### config.mk
export PLATFORM = sky130hd
export DESIGN_NAME = ex_muldiv_unit
export DESIGN_NICKNAME = d
export VERILOG_FILES = /design/src/rtl/riscv_pkg.sv /design/src/rtl/muldiv_iter_core.sv /design/src/rtl/ex_muldiv_unit.sv
export SDC_FILE = /design/constraint.sdc
export NUM_CORES = 1
export LEC_CHECK = 0
export CORE_MARGIN = 8
export CORE_UTILIZATION = 50
export CTS_CLUSTER_SIZE = 8
export DETAILED_ROUTE_END_ITERATION = 10
export PLACE_DENSITY = 0.79
export SYNTH_ARGS = -nofsm -noshare
export SYNTH_HDL_FRONTEND = slang
export SYNTH_SLANG_ARGS = --single-unit
### constraint.sdc
create_clock -name clk -period 5.4 [get_ports clk]
set_input_delay 1.08 -clock clk [delete_from_list [all_inputs] [get_ports clk]]
set_output_delay 1.08 -clock clk [all_outputs]
set_load 0.02 [all_outputs]
### src/rtl/riscv_pkg.sv
// Shared RV32 definitions for the EX-stage multiply/divide engine:
// funct3 op encoding, engine state encoding and architectural constants.
package riscv_pkg;

    localparam int XLEN = 32;

    typedef enum logic [2:0] {
        OP_MUL    = 3'b000,
        OP_MULH   = 3'b001,
        OP_MULHSU = 3'b010,
        OP_MULHU  = 3'b011,
        OP_DIV    = 3'b100,
        OP_DIVU   = 3'b101,
        OP_REM    = 3'b110,
        OP_REMU   = 3'b111
    } muldiv_op_e;

    typedef enum logic [1:0] {
        IDLE = 2'd0,
        BUSY = 2'd1,
        DONE = 2'd2
    } muldiv_state_e;

    localparam logic [XLEN-1:0] DIV_BY_ZERO_Q = 32'hFFFF_FFFF;
    localparam logic [XLEN-1:0] INT_MIN       = 32'h8000_0000;

endpackage

### src/rtl/muldiv_iter_core.sv
// One radix-2 step shared by multiply (shift-add, multiplier in the low half)
// and restoring divide (remainder in the high half, quotient shifted into the low half).
module muldiv_iter_core
    import riscv_pkg::*;
(
    input  logic [2*XLEN-1:0] acc_i,
    input  logic [XLEN-1:0]   opnd_i,
    input  logic              div_mode_i,
    output logic [2*XLEN-1:0] acc_o
);

    logic [XLEN:0] add_sum;
    logic [XLEN:0] sub_diff;

    always_comb begin
        add_sum  = {1'b0, acc_i[2*XLEN-1:XLEN]} + (acc_i[0] ? {1'b0, opnd_i} : '0);
        // Trial subtract on the left-shifted remainder; bit XLEN set means it went negative.
        sub_diff = acc_i[2*XLEN-1:XLEN-1] - {1'b0, opnd_i};
        if (!div_mode_i) begin
            acc_o = {add_sum, acc_i[XLEN-1:1]};
        end else if (!sub_diff[XLEN]) begin
            acc_o = {sub_diff[XLEN-1:0], acc_i[XLEN-2:0], 1'b1};
        end else begin
            acc_o = {acc_i[2*XLEN-2:0], 1'b0};
        end
    end

endmodule

### src/rtl/ex_muldiv_unit.sv
// Iterative RV32M multiply/divide engine for the EX stage (IDLE -> BUSY -> DONE).
// Define MULDIV_FAST_MUL_EN for a single-cycle combinational multiply; divide is always iterative.
module ex_muldiv_unit #(
    parameter int XLEN  = 32,
    parameter int ITERS = 32
) (
    input  logic            clk,
    input  logic            rst_n,
    input  logic            ex_muldiv_start,
    input  logic [2:0]      ex_muldiv_op,
    input  logic [XLEN-1:0] ex_rs1_data,
    input  logic [XLEN-1:0] ex_rs2_data,
    input  logic            hazard_id_ex_clear,
    output logic            muldiv_stall_req,
    output logic [XLEN-1:0] muldiv_result,
    output logic            muldiv_result_valid,
    output logic [1:0]      muldiv_dbg_state
);
    import riscv_pkg::*;

    localparam int CW = $clog2(ITERS);
    localparam logic [CW-1:0] LAST_ITER = CW'(ITERS - 1);

    muldiv_state_e   state_q, state_d;
    muldiv_op_e      op_q, op_d, op_in;
    logic [XLEN-1:0] a_q, a_d, b_q, b_d;
    logic            a_neg_q, a_neg_d, b_neg_q, b_neg_d;
    logic            early_q, early_d;
    logic [2*XLEN-1:0] acc_q, acc_d, core_acc;
    logic [XLEN-1:0] opnd_q, opnd_d;
    logic [CW-1:0]   cnt_q, cnt_d;
    logic [XLEN-1:0] result_q, result_d;

    logic            in_div, in_sdiv, a_neg_in, b_neg_in, early_in;
    logic [XLEN-1:0] a_mag, b_mag;
    logic [2*XLEN-1:0] prod_fin;
    logic [XLEN-1:0] q_raw, r_raw, quo_fin, rem_fin, iter_res, early_res;
`ifdef MULDIV_FAST_MUL_EN
    logic [2*XLEN-1:0] fast_a, fast_b, fast_prod;
`endif

    muldiv_iter_core u_core (
        .acc_i      (acc_q),
        .opnd_i     (opnd_q),
        .div_mode_i (op_q[2]),
        .acc_o      (core_acc)
    );

    // Operand decode on the issue cycle: signedness, magnitudes and early-out detection.
    always_comb begin
        op_in    = muldiv_op_e'(ex_muldiv_op);
        in_div   = ex_muldiv_op[2];
        in_sdiv  = in_div & ~ex_muldiv_op[0];
        a_neg_in = ex_rs1_data[XLEN-1] &
                   (in_div ? in_sdiv : (op_in == OP_MULH || op_in == OP_MULHSU));
        b_neg_in = ex_rs2_data[XLEN-1] & (in_div ? in_sdiv : (op_in == OP_MULH));
        a_mag    = a_neg_in ? -ex_rs1_data : ex_rs1_data;
        b_mag    = b_neg_in ? -ex_rs2_data : ex_rs2_data;
        early_in = in_div & ((ex_rs2_data == '0) |
                   (in_sdiv & (ex_rs1_data == INT_MIN) & (ex_rs2_data == '1)));
    end

    // Sign fix-up and result selection applied to the last iteration's accumulator.
    always_comb begin
        prod_fin  = (a_neg_q ^ b_neg_q) ? -core_acc : core_acc;
        q_raw     = core_acc[XLEN-1:0];
        r_raw     = core_acc[2*XLEN-1:XLEN];
        quo_fin   = (a_neg_q ^ b_neg_q) ? -q_raw : q_raw;
        rem_fin   = a_neg_q ? -r_raw : r_raw;
        if (op_q[2]) begin
            iter_res = op_q[1] ? rem_fin : quo_fin;
        end else begin
            iter_res = (op_q == OP_MUL) ? prod_fin[XLEN-1:0] : prod_fin[2*XLEN-1:XLEN];
        end
        if (b_q == '0) begin
            early_res = op_q[1] ? a_q : DIV_BY_ZERO_Q;
        end else begin
            early_res = op_q[1] ? '0 : INT_MIN;
        end
    end

`ifdef MULDIV_FAST_MUL_EN
    always_comb begin
        fast_a    = {{XLEN{a_neg_q}}, a_q};
        fast_b    = {{XLEN{b_neg_q}}, b_q};
        fast_prod = fast_a * fast_b;
    end
`endif

    // Stall protocol: muldiv_stall_req is asserted combinationally in the issue cycle and
    // throughout BUSY, and is released in DONE (result strobe) or immediately on
    // hazard_id_ex_clear, which aborts the operation and outranks a new start.
    always_comb begin
        state_d             = state_q;
        op_d                = op_q;
        a_d                 = a_q;
        b_d                 = b_q;
        a_neg_d             = a_neg_q;
        b_neg_d             = b_neg_q;
        early_d             = early_q;
        acc_d               = acc_q;
        opnd_d              = opnd_q;
        cnt_d               = cnt_q;
        result_d            = result_q;
        muldiv_stall_req    = 1'b0;
        muldiv_result_valid = 1'b0;
        case (state_q)
            IDLE: begin
                muldiv_stall_req = ex_muldiv_start;
                if (ex_muldiv_start) begin
                    op_d    = op_in;
                    a_d     = ex_rs1_data;
                    b_d     = ex_rs2_data;
                    a_neg_d = a_neg_in;
                    b_neg_d = b_neg_in;
                    early_d = early_in;
                    acc_d   = {{XLEN{1'b0}}, (in_div ? a_mag : b_mag)};
                    opnd_d  = in_div ? b_mag : a_mag;
                    cnt_d   = '0;
                    state_d = BUSY;
                end
            end
            BUSY: begin
                muldiv_stall_req = 1'b1;
                if (early_q) begin
                    result_d = early_res;
                    state_d  = DONE;
`ifdef MULDIV_FAST_MUL_EN
                end else if (!op_q[2]) begin
                    result_d = (op_q == OP_MUL) ? fast_prod[XLEN-1:0] : fast_prod[2*XLEN-1:XLEN];
                    state_d  = DONE;
`endif
                end else begin
                    acc_d = core_acc;
                    cnt_d = cnt_q + CW'(1);
                    if (cnt_q == LAST_ITER) begin
                        result_d = iter_res;
                        state_d  = DONE;
                    end
                end
            end
            DONE: begin
                muldiv_result_valid = 1'b1;
                state_d             = IDLE;
            end
            default: state_d = IDLE;
        endcase
        if (hazard_id_ex_clear) begin
            state_d             = IDLE;
            muldiv_stall_req    = 1'b0;
            muldiv_result_valid = 1'b0;
        end
    end

    always_ff @(posedge clk) begin
        if (!rst_n) begin
            state_q  <= IDLE;
            op_q     <= OP_MUL;
            a_q      <= '0;
            b_q      <= '0;
            a_neg_q  <= 1'b0;
            b_neg_q  <= 1'b0;
            early_q  <= 1'b0;
            acc_q    <= '0;
            opnd_q   <= '0;
            cnt_q    <= '0;
            result_q <= '0;
        end else begin
            state_q  <= state_d;
            op_q     <= op_d;
            a_q      <= a_d;
            b_q      <= b_d;
            a_neg_q  <= a_neg_d;
            b_neg_q  <= b_neg_d;
            early_q  <= early_d;
            acc_q    <= acc_d;
            opnd_q   <= opnd_d;
            cnt_q    <= cnt_d;
            result_q <= result_d;
        end
    end

    assign muldiv_result    = result_q;
    assign muldiv_dbg_state = state_q;

endmodule

==> results.rst <==
.. list-table::
   :header-rows: 1

   * - Metric
     - Value
   * - H-Tree Level Count
     - 1
   * - Area growth, synth to finish
     - 13.70%
   * - Post-Syn Nets
     - between 2,000 and 3,000
   * - Core utilization of the finished layout
     - 0.5767
   * - Ratio of routed vias to standard cells
     - 6.764
   * - Internal Pwr Total
     - ~0.0032 W
   * - Fraction of layout instances using a drive strength above 1
     - 0.07534
   * - Clk network pwr share
     - 0.342
   * - Switching power as a share of total power
     - 0.3814
   * - Most frequent cell on the critical path
     - inv_1
   * - Period minus WS final
     - 5144 ps
   * - Via count of the first global-routing pass
     - 20,416
   * - Port-buffer cells
     - around 110
   * - Most instantiated flip-flop cell in the synthesis netlist
     - dfxtp_1
   * - Fraction of synthesized cell area taken by the top area cell type
     - 0.2210
   * - DIE AREA
     - 43,560 sq um
   * - Number of standard-cell rows in the floorplan
     - 70
   * - Warnings from Yosys
     - 0
   * - Worst-case clock skew
     - between 15 and 20 ps
   * - HPWL Detailed
     - between 60,000 and 70,000 um
   * - Peak per-stage delay on the critical path
     - 530 ps
   * - Antenna violations before repair
     - 3
   * - Top post-synthesis cells by area
     - dfxtp_1 22%, nand2_1 8.0%, a21oi_1 7.2%, nor2_1 6.2%, xnor2_1 5.3%
   * - Data arrival time of the critical path
     - 5610 ps
   * - Sw Pwr
     - 0.001951 W
   * - Unrepaired setup endpoints after global routing
     - true
   * - Count of inserted antenna diode cells
     - 0
   * - Number of remaining DRC errors
     - 0
   * - Cell chain of the critical path
     - inv_1 > ha_1 > inv_1 > fa_1 > a211oi_1 > o211ai_1 > nand4_1 > a21boi_4 > buf_4 > nor2_2 > o21ai_0 > o31ai_2 > nand3_1 > nand4b_1 > o41ai_1 > xor2_1 > o221ai_1 > and3_1
   * - Area of placed instances
     - between 20,000 and 25,000 sq um
   * - Post-route cell area
     - 21,110 sq um
   * - CTS tree
     - done
   * - Post-synthesis sequential area ratio
     - 0.2210
   * - Critical path's slowest cell
     - nand4b_1
   * - Crit share post-route
     - 0.9525
   * - Transition at the pin with the smallest max-transition slack
     - 1155 ps
   * - Run status
     - finished, final reports clean
   * - Tightest slew margin relative to the limit
     - 0.2301
   * - Setup violators final
     - 0
   * - I/O pins
     - 107
   * - Max-cap check violation count
     - 0
   * - Final weighted congestion of routability-driven global placement
     - 1.039
   * - Hold bufs inserted after CTS
     - 0
   * - CP endpoint kind
     - register
   * - Worst setup path category
     - reg -> reg
   * - Number of sinks on the clock net
     - between 200 and 250
   * - IR drop worst, VDD
     - 0.2935 mV
   * - Sequential share of power
     - 0.325
   * - Worst-skew pair later-pin latency
     - ~600 ps
   * - Class of the tightest hold or removal check
     - reg -> reg
   * - Setup TNS after final layout
     - 0 ps
   * - Maximum clock insertion buffer count
     - 3
   * - Library cell used as clock root buffer
     - clkbuf_16
   * - Net count of the finished layout
     - roughly 2,900
   * - Count of cells along the worst hold path
     - 2
   * - Slack of the worst reg-to-reg path
     - 260 ps
   * - Number of routed nets with antenna violations
     - 0
   * - Placeable core area
     - 36,610 sq um
   * - Highest fanout seen on the critical path
     - 8
   * - Cell area after synthesis
     - 18,570 sq um
   * - Number of synthesized register bits
     - 205
   * - F_max
     - approximately 190 MHz
   * - Syn_area_per_cell
     - 6.979 sq um
   * - Vias after detailed routing
     - 21,570
   * - First-pass detailed-route iteration total
     - 6
   * - Library cell occupying the most area in the post-synthesis netlist
     - dfxtp_1
   * - Distinct cells, synth
     - just under 100
   * - WL/cell
     - around 26 um
   * - Global-route total usage across every layer
     - 0.3573
   * - First-pass GRT wire length
     - 122,700 um
   * - Remaining global-route overflow
     - 0
   * - Power Dens Cells
     - 242.3 nW/um^2
   * - Largest net degree at the start of global routing
     - around 180
   * - Leakage
     - 8.062 nW
   * - Synthesized instance count
     - 2,661
   * - Iteration-0 DRC count of the detailed router
     - 2,548
   * - CTS clock-pin slew for the worst setup and hold paths
     - 60 ps
   * - Final count of hold timing violations
     - 0
   * - Number of flops mapped to enable cells by yosys
     - 0
   * - Die outline width
     - 208.7 um
   * - Total Routed Length
     - 81,580 um
   * - Worst Reg2Reg Path Length in Cells
     - 18
   * - Share of total power in combinational logic
     - 0.332
   * - Critical path data required time
     - about 5900 ps
   * - Die Y
     - 208.7 um
   * - Effective utilization at floorplan
     - 0.5072
   * - Proportion of register bits with asynchronous set or reset after synthesis
     - 0
   * - Total count of max-transition violations in the final report
     - 0
   * - Type of origin of the critical path
     - register
   * - TritonCTS buffer count
     - 30
-- cell type report --
type / instances / area (sq um)
fill: 3513 / 15500
multi-input combinational: 2210 / 13580
sequential: 205 / 4108
timing repair buffer: 198 / 1759
clock buffer: 35 / 779.5
tap: 468 / 585.6
inverter: 70 / 265.3
clock inverter: 3 / 40.04
-- power groups by stage --
stage | sequential, W | combinational, W | clock, W
floorplan | 0.00166 | 0.00105 | 0
global placement | 0.00169 | 0.00160 | 0
detailed placement | 0.00169 | 0.00162 | 0
CTS | 0.00166 | 0.00162 | 0.00175
global route | 0.00167 | 0.00179 | 0.00182
finish | 0.00166 | 0.00170 | 0.00175
-- worst paths after layout --
check	startpoint	end
worst min-delay path	opnd_q[16]	opnd_q[16]
worst max-delay path	acc_q[31]	muldiv_result[23]
worst max register to register	acc_q[31]	muldiv_result[23]
worst min register to register	opnd_q[16]	opnd_q[16]
-- worst max-delay path, delay by kind of cell (launching register included) --
family / cells / cell delay [ps]
xor+xnor: 1 / 210
fa+ha+maj: 2 / 590
buf+inv: 3 / 290
simple gates: 5 / 1660
compound gates: 7 / 1930
flops: 1 / 340
-- sequential cells by signal (all words and copies together), names as in the netlist --
name / flops
cnt_q: 5
op_q: 3
opnd_q: 32
early_q: 1
b_q: 32
muldiv_dbg_state: 2
a_neg_q: 1
a_q: 32
acc_q: 64
b_neg_q: 1
muldiv_result: 32
-- cell families (layout without fill, tap and decap cells) --
kind of cell    count (synthesis)  in the layout  share of synthesized area
compound gates                825            825                     0.2938
mux                            56             56                    0.03066
simple gates                 1069           1069                     0.2642
buf+inv                       246            306                    0.05222
fa+ha+maj                      73             73                    0.04999
xor+xnor                      187            187                    0.08820
flops                         205            205                     0.2210
-- per-stage QoR --
stage / instances / setup slack (ps) / total power (W) / hold slack, ps
2_1_floorplan: 2661 / 4.460 / 0.002712 / 431.2
3_3_place_gp: 3148 / 378.6 / 0.003290 / 431.8
3_5_place_dp: 3148 / 268.0 / 0.003308 / 444.3
4_1_cts: 3186 / 258.9 / 0.005031 / 451.1
5_1_grt: 3189 / -82.15 / 0.005284 / 466.6
6_report: 3189 / 256.3 / 0.005115 / 450.5
-- synth_stat cells, drive strengths merged (9+ instances only) --
library cell and n:
nand2b 24, nor2b 11, and3 14, a221oi 16
o221ai 13, clkbuf 140, o21ai 136, a21oi 275
a31oi 52, a311oi 21, a21o 30, or4 13
and4 11, and2 25, nor4 31, xor2 75
mux2i 49, dfxtp 205, inv 68, a22oi 28
nand4 43, or3 32, buf 36, or2 14
nor3 79, o211ai 60, xnor2 112, ha 71
nand3 45, o31ai 26, o21a 17, nand2 399
a211oi 42, o41ai 9, nor2 308
-- cell usage in the layout, fill, tap and decap left out, types with 8 or more instances in the layout --
| cell type | count |
|---|---|
| a211oi_1 | 42 |
| a21o_1 | 30 |
| a21oi_1 | 269 |
| a221oi_1 | 16 |
| a22oi_1 | 28 |
| a311oi_1 | 21 |
| a31oi_1 | 52 |
| and2_1 | 22 |
| and3_1 | 14 |
| and4_1 | 11 |
| buf_4 | 91 |
| clkbuf_16 | 30 |
| clkdlybuf4s50_1 | 105 |
| dfxtp_1 | 204 |
| ha_1 | 71 |
| inv_1 | 68 |
| mux2i_1 | 48 |
| nand2_1 | 397 |
| nand2b_1 | 24 |
| nand3_1 | 45 |
| nand4_1 | 43 |
| nor2_1 | 304 |
| nor2b_1 | 11 |
| nor3_1 | 78 |
| nor4_1 | 29 |
| o211ai_1 | 60 |
| o21a_1 | 17 |
| o21ai_0 | 121 |
| o21ai_1 | 9 |
| o221ai_1 | 12 |
| o31ai_1 | 22 |
| o41ai_1 | 8 |
| or2_2 | 14 |
| or3_1 | 29 |
| or4_1 | 12 |
| xnor2_1 | 111 |
| xor2_1 | 74 |
-- metal layers --
| metal | wire, um | vias to the layer above | global-route usage |
|---|---|---|---|
| met5 | 38 | - | 0 |
| met4 | 6366 | 6 | 0.2372 |
| met3 | 10000 | 340 | 0.09518 |
| met2 | 34180 | 1353 | 0.5336 |
| met1 | 31000 | 10139 | 0.4475 |
| li1 | - | 9732 | - |
-- timing repair --
item,in CTS,in global routing
setup endpoints to repair,0,13
resized for setup,0,8
setup buffers,0,3
No activity file was read; power rests on OpenSTA's default activity.
